`config.mk`:
```
export PLATFORM = sky130hd
export DESIGN_NAME = uart_rx_packetizer
export DESIGN_NICKNAME = d
export VERILOG_FILES = /design/src/rtl/uart_rx_packetizer.sv
export SDC_FILE = /design/constraint.sdc
export NUM_CORES = 1
export LEC_CHECK = 0
export CORE_MARGIN = 5
export CORE_UTILIZATION = 54
export CTS_CLUSTER_SIZE = 16
export DETAILED_ROUTE_END_ITERATION = 8
export GPL_ROUTABILITY_DRIVEN = 0
export PLACE_DENSITY = 0.79
export SYNTH_ARGS = -nofsm -noshare
export SYNTH_HDL_FRONTEND = slang
export SYNTH_SLANG_ARGS = --single-unit
```
`constraint.sdc`:
```
create_clock -name clk -period 2.95 [get_ports clk]
set_input_delay 0.4425 -clock clk [delete_from_list [all_inputs] [get_ports clk]]
set_output_delay 0.4425 -clock clk [all_outputs]
set_load 0.02 [all_outputs]
```
`src/rtl/uart_rx_packetizer.sv`:
```
`default_nettype none
// ============================================================================
// Module      : uart_rx_packetizer
// Description : Packs UART RX bytes into 29-bit FIFO packets (1-3 bytes each).
// Revision    : 1.0 - initial release
// ============================================================================
module uart_rx_packetizer #(
    parameter int TIMEOUT_CYCLES = 52080
) (
    input  logic        clk,
    input  logic        rst,
    input  logic        byte_valid,
    input  logic [7:0]  byte_data,
    input  logic        flush,
    output logic [28:0] pkt_data,
    output logic        pkt_wren,
    input  logic        pkt_full,
    output logic        overflow,
    input  logic        overflow_clr,
    output logic        idle
);

    // A zero timeout still needs a legal one-bit counter; the hit is gated off.
    localparam int               CNT_W   = (TIMEOUT_CYCLES > 0) ? $clog2(TIMEOUT_CYCLES + 1) : 1;
    localparam logic [CNT_W-1:0] TMO_MAX = CNT_W'(TIMEOUT_CYCLES);
    localparam logic             TMO_EN  = (TIMEOUT_CYCLES > 0);

    logic [1:0]       asm_cnt_q,    asm_cnt_d;
    logic [23:0]      asm_data_q,   asm_data_d;
    logic             out_valid_q,  out_valid_d;
    logic [28:0]      pkt_data_q,   pkt_data_d;
    logic [CNT_W-1:0] tmo_cnt_q,    tmo_cnt_d;
    logic             overflow_q,   overflow_d;
    logic             flush_pend_q, flush_pend_d;

    logic w_partial;
    logic w_slot_free;
    logic w_tmo_hit;
    logic w_flush_req;
    logic w_xfer;
    logic w_drop;

    assign pkt_wren    = out_valid_q & ~pkt_full;
    assign w_slot_free = ~out_valid_q | pkt_wren;
    assign w_partial   = (asm_cnt_q == 2'd1) | (asm_cnt_q == 2'd2);
    assign w_tmo_hit   = TMO_EN & (tmo_cnt_q == TMO_MAX) & w_partial;
    assign w_flush_req = (flush | flush_pend_q) & w_partial;
    assign w_xfer      = w_slot_free & ((asm_cnt_q == 2'd3) | w_tmo_hit | w_flush_req);
    assign w_drop      = byte_valid & (asm_cnt_q == 2'd3) & ~w_xfer;

    always_comb begin
        asm_cnt_d    = asm_cnt_q;
        asm_data_d   = asm_data_q;
        out_valid_d  = out_valid_q;
        pkt_data_d   = pkt_data_q;
        tmo_cnt_d    = tmo_cnt_q;
        flush_pend_d = flush_pend_q;

        if (w_xfer) begin
            pkt_data_d  = {1'b0, asm_cnt_q, 2'b00, asm_data_q};
            out_valid_d = 1'b1;
            asm_cnt_d   = 2'd0;
            asm_data_d  = 24'd0;
        end else if (pkt_wren) begin
            out_valid_d = 1'b0;
        end

        // A byte coinciding with a transfer lands in the just-emptied register.
        if (byte_valid) begin
            if (w_xfer) begin
                asm_data_d = {16'd0, byte_data};
                asm_cnt_d  = 2'd1;
            end else if (asm_cnt_q != 2'd3) begin
                case (asm_cnt_q)
                    2'd0:    asm_data_d[7:0]   = byte_data;
                    2'd1:    asm_data_d[15:8]  = byte_data;
                    default: asm_data_d[23:16] = byte_data;
                endcase
                asm_cnt_d = asm_cnt_q + 2'd1;
            end
        end

        if (byte_valid || (asm_cnt_q == 2'd0)) begin
            tmo_cnt_d = '0;
        end else if (tmo_cnt_q != TMO_MAX) begin
            tmo_cnt_d = tmo_cnt_q + CNT_W'(1);
        end

        if (w_xfer || byte_valid) begin
            flush_pend_d = 1'b0;
        end else if (flush && (asm_cnt_q != 2'd0)) begin
            flush_pend_d = 1'b1;
        end

        if (w_drop) begin
            overflow_d = 1'b1;
        end else if (overflow_clr) begin
            overflow_d = 1'b0;
        end else begin
            overflow_d = overflow_q;
        end
    end

    always_ff @(posedge clk or posedge rst) begin
        if (rst) begin
            asm_cnt_q    <= 2'd0;
            asm_data_q   <= 24'd0;
            out_valid_q  <= 1'b0;
            pkt_data_q   <= 29'd0;
            tmo_cnt_q    <= '0;
            overflow_q   <= 1'b0;
            flush_pend_q <= 1'b0;
        end else begin
            asm_cnt_q    <= asm_cnt_d;
            asm_data_q   <= asm_data_d;
            out_valid_q  <= out_valid_d;
            pkt_data_q   <= pkt_data_d;
            tmo_cnt_q    <= tmo_cnt_d;
            overflow_q   <= overflow_d;
            flush_pend_q <= flush_pend_d;
        end
    end

    assign pkt_data = pkt_data_q;
    assign overflow = overflow_q;
    assign idle     = (asm_cnt_q == 2'd0) & ~out_valid_q;

endmodule
`default_nettype wire

```
# After elaboration in Yosys (flattened, before gate mapping)
# Index checks and enable logic that the tools add are counted.
[totals]
regBits = 71
in_bits = 14
out_inout_bits = 32
wordCells = 59
[op_classes]
add_sub_neg = 2
eq_ne = 6
muxes = 19
reduce_logical = 10
bitwise = 15
[op_table]
columns = ["operator", "n"]
rows = [
  ["2-to-1 mux 24 bit", 4],
  ["2-to-1 mux 16 bit", 2],
  ["2-to-1 mux 8 bit", 3],
  ["adder 16 x 1 -> 16 bit (second input constant)", 1],
  ["== test 16 bit (second input constant)", 1],
  ["!= test 16 bit (second input constant)", 1],
  ["nonzero test 2 bit", 5],
  ["2-to-1 mux 2 bit", 4],
  ["AND 1 bit", 7],
  ["2-to-1 mux 1 bit", 6],
  ["OR 1 bit", 5],
  ["== test 2 bit (second input constant)", 2],
  ["NOT 1 bit", 3],
  ["adder 2 x 1 -> 2 bit (second input constant)", 1],
  ["== test 2 x 1 -> 1 bit (second input constant)", 1],
  ["zero test 2 bit", 1],
  ["logical OR 1 bit", 2],
  ["!= test 2 bit (second input constant)", 1],
  ["OR reduction 2 bit", 1],
  ["logical AND 1 bit", 1],
]

# Longest topological paths before layout
[logic_depth]
ltp_word = 11
depth_mapped = 8
depth_no_buf = 6

# Least setup slack after synthesis
# No wires, ideal clock.
[synth_path]
kind = "register -> register"
start = "reg asm_cnt_q[0]"
end = "reg asm_data_q[0]"
n_path_buf = 0
t_required_ps = 2829
t_arrival_ps = 1844
setup_ps = 121
synth_period_minus_slack_ps = 1965
stages_incl_launch_ff = 6
path_slack_ps = 985
path_cell_list = "dfrtp_1 -> ha_1 -> nor3_1 -> a21boi_0 -> a22oi_1 -> a22o_1"
[synth_via]
elab_chain_len = 11
word_cells_on_any_way = 16
cone_classes = "eq/ne (4); mux (5); bitwise (6); reduce/logical (1)"
[synth_rtl]
columns = ["item", "line_no", "text"]
rows = [
  ["start, declared", "28", "logic [1:0] asm_cnt_q, asm_cnt_d;"],
  ["start signal, assigned", "114", "asm_cnt_q <= asm_cnt_d;"],
  ["== test 2 x 1 -> 1 bit or == test 2 bit (tied branches)", "45", "assign w_partial = (asm_cnt_q == 2'd1) | (asm_cnt_q == 2'd2);"],
  ["OR 1 bit", "45", ""],
  ["AND 1 bit", "46", "assign w_tmo_hit = TMO_EN & (tmo_cnt_q == TMO_MAX) & w_partial;"],
  ["OR 1 bit (2 in a row)", "48", "assign w_xfer = w_slot_free & ((asm_cnt_q == 2'd3) | w_tmo_hit | w_flush_req);"],
  ["AND 1 bit", "48", ""],
  ["2-to-1 mux 24 bit", "59", "if (w_xfer) begin"],
  ["2-to-1 mux 8 bit", "74", "case (asm_cnt_q)"],
  ["2-to-1 mux 24 bit", "73", "end else if (asm_cnt_q != 2'd3) begin"],
  ["2-to-1 mux 24 bit", "70", "if (w_xfer) begin"],
  ["2-to-1 mux 24 bit (*)", "69", "if (byte_valid) begin"],
  ["named net asm_data_d[0]", "29", "logic [23:0] asm_data_q, asm_data_d;"],
  ["end signal, assigned", "115", "asm_data_q <= asm_data_d;"],
  ["end, declared", "29", ""],
]
# The timed path passes the listed nets; every way through them passes the cells marked *.
# A chain may end at the register's enable or synchronous reset.

# Final worst setup path
[layout_path]
start = "reg asm_cnt_q[0]"
end = "out idle"
[layout_via]
elab_chain_len = 2
[layout_rtl]
columns = ["item", "line_no", "text"]
rows = [
  ["zero test 2 bit", "126", "assign idle = (asm_cnt_q == 2'd0) & ~out_valid_q;"],
  ["AND 1 bit", "126", ""],
  ["end, declared", "20", "output logic idle"],
]
# Every way passes these cells.

==> impl_metrics.yaml <==
logic_synthesis:
  synthesis.area_um2: 3230
  synth_ff_type: "dfrtp_1"
  ys_seq_elements: 71
  synth_edf_count: 0
  synth.avg_cell_area_um2: 11.7
  ys_warn_count: 0
  synth.distinct_cells: 45
  synthArstFlopShare: 1.00
  synthCells: 276
  seq_area_frac_synth: 0.551
outcome:
  status: "finished, final reports clean"
timing:
  slew_viol_final: 0
  tightest_slew_ns: 0.711
  totalNegativeSetupSlack_ns: 0
  timing.final.hold_violations: 0
  setup_viol: 0
  fin_crit_sh: 0.813
  skew_ns: 0.0115
  slew_headroom: 0.526
  fmax_mhz: 417
  period_needed_ns: 2.40
  rsz0062_at_grt: "false"
setup_path:
  cpMostUsedCell: "inv_1"
  cp_max_fo: 7
  regToRegSetupSlack_ns: 0.64
  r2r_cells: 5
  worstReg2RegEnd: "asm_data_q[1]$_DFF_PP0_"
  startpoint: "asm_cnt_q[0]$_DFF_PP0_"
  cp.required_ns: 2.51
  crit_path_end: "idle"
  cpMaxStageDelayCell: "clkdlybuf4s50_1"
  slowest_delay_ns: 0.61
  arrival_ns: 1.96
  r2r-start: "asm_cnt_q[0]$_DFF_PP0_"
  worstSetupEndpointType: "output pin"
  critPathLaunchType: "flip-flop"
  crit_chain: "inv_1 > ha_1 > inv_1 > nor2_1 > clkdlybuf4s50_1"
  critPathKind: "reg -> out"
routing:
  route.detailed.drc: 0
  wirelength_um: 6350
  first_pass_iters: 4
  wire_per_inst_um: 15.8
  drt-vias-per-instance: 5.51
  drtIter0Drc: 110
  ant_nets: 0
  num_vias: 2216
final_layout:
  final_layout_size_suffix_gt1_frac: 0.165
  final_common_cell: "dfrtp_1"
  layout_common_cells: "dfrtp_1 (71), clkdlybuf4s50_1 (42), nand2_1 (38), a21oi_1 (25), mux2_4 (20)"
  syn_to_final_growth_pct: 20.0
  nets: 342
  design_area_um2: 3870
  antenna_cells: 0
floorplan:
  io-pin-count: 46
  coreArea_um2: 5850
  die-area_um2: 7620
  start_util: 0.552
  rows: 28
  die_w_um: 87.3
  die_h_um: 87.3
place:
  portBuffers: 42
  dp_hpwl_um: 4470
  placed_cell_area_um2: 3700
cts:
  cts-root-buf: "clkbuf_8"
  h-tree-depth: 3
  cts_made_buffers: 9
  cts_hold_buf: 0
  clock_latency_ns: 0.35
  tritoncts: "yes"
  path_clk_slew_ns: 0.08
  cts_buffer_depth: 2
  cts.sinks: 71
  post_cts_buffers: 0
  ctsResizeCount: 0
global_routing:
  grt_overflow: 0
  grt_antenna_before_repair: 0
  grtUsageTotal: 0.182
  grt_max_degree: 43
  grt_pass1_wl_um: 10800
  grt_pass1_vias: 2216
power_and_ir_drop:
  ir_drop_mv: 0.568
  power_density_nw_per_um2: 1010
  p_leak_nw: 1.72
flow_run:
  cap_violations: 0
hold_path:
  min_path_type: "in -> async"
-- kinds of logic (layout without fill, tap and decap cells) --
logic type | after synthesis | count (layout) | share of synthesized area
AO/OA/AOI/OAI | 49 | 49 | 0.0977
XOR/XNOR | 7 | 7 | 0.0190
adder cells (fa/ha/maj) | 5 | 5 | 0.0194
buffers and inverters | 20 | 69 | 0.0415
flip-flops | 71 | 71 | 0.551
multiplexers | 26 | 26 | 0.114
other | 1 | 3 | 0.00116
AND/OR/NAND/NOR | 97 | 97 | 0.157
-- power by group --
part	switching (mW)	internal [mW]
logic	0.849	0.881
clock network	0.370	0.323
registers	0.198	1.29
total	1.42	2.50
-- through the flow --
stage | power [mW] | setup WS [ns] | util | hold slack (ns) | cells
after detailed placement | 3.25 | 0.523 | 0.632 | 0.483 | 387
after CTS | 3.94 | 0.531 | 0.662 | 0.506 | 402
final | 3.92 | 0.551 | 0.662 | 0.494 | 402
after global routing | 4.16 | 0.388 | 0.662 | 0.518 | 402
after floorplan | 2.75 | 0.711 | - | 0.466 | 278
after global placement | 3.19 | 0.650 | 0.632 | 0.491 | 387
-- critical path, delay by kind of cell, from the launching register on --
family / cells / cell delay [ns]
buffers and inverters: 3 / 0.80
adder cells (fa/ha/maj): 1 / 0.25
AND/OR/NAND/NOR: 1 / 0.11
flip-flops: 1 / 0.46
-- state kept, by name (all words and copies together), names as in the netlist --
register / cells
asm_cnt_q: 2
asm_data_q: 24
flush_pend_q: 1
out_valid_q: 1
overflow: 1
pkt_data: 26
tmo_cnt_q: 16
-- final cells by class --
class | instances | area [um^2]
timing repair buffer | 46 | 475
inverter | 8 | 30.0
multi-input combinational | 187 | 1320
tap | 75 | 93.8
sequential | 71 | 1780
clock buffer | 10 | 138
fill | 422 | 1980
clock inverter | 5 | 33.8
-- layer usage --
layer  share of wire  GRT usage  vias up
li1                -          -     1059
met4           0.012     0.0558        0
met2            0.47      0.284       59
met5               0          0        -
met1            0.46      0.249     1088
met3           0.055     0.0492       10
-- worst min path at each step --
| stage | startpoint | endpoint | slack (ns) | depth (start not counted) |
|---|---|---|---|---|
| 6_report | rst | asm_data_q[1]$_DFF_PP0_ | 0.49 | 2 |
| 5_1_grt | asm_data_q[3]$_DFF_PP0_ | asm_data_q[3]$_DFF_PP0_ | 0.52 | 1 |
| 4_1_cts | rst | asm_data_q[1]$_DFF_PP0_ | 0.51 | 2 |
| 3_5_place_dp | asm_data_q[3]$_DFF_PP0_ | asm_data_q[3]$_DFF_PP0_ | 0.48 | 1 |
| 3_3_place_gp | asm_data_q[1]$_DFF_PP0_ | asm_data_q[1]$_DFF_PP0_ | 0.49 | 1 |
| 2_1_floorplan | asm_data_q[0]$_DFF_PP0_ | asm_data_q[0]$_DFF_PP0_ | 0.47 | 1 |
-- synthesized netlist by cell type, types with 3 or more instances --
master	n	area share
nor3_1	4	0.0062
mux2_4	20	0.093
nand2_1	38	0.044
a21oi_1	25	0.039
buf_4	3	0.0070
o21ai_0	6	0.0093
nand4_1	3	0.0058
clkbuf_1	4	0.0047
or3_1	5	0.0097
dfrtp_1	71	0.55
inv_1	8	0.0093
xor2_1	5	0.014
nand3_1	16	0.025
a22o_1	8	0.022
mux2_2	6	0.021
ha_1	5	0.019
nor2_1	15	0.017
Power figures use the tool's default switching activity.
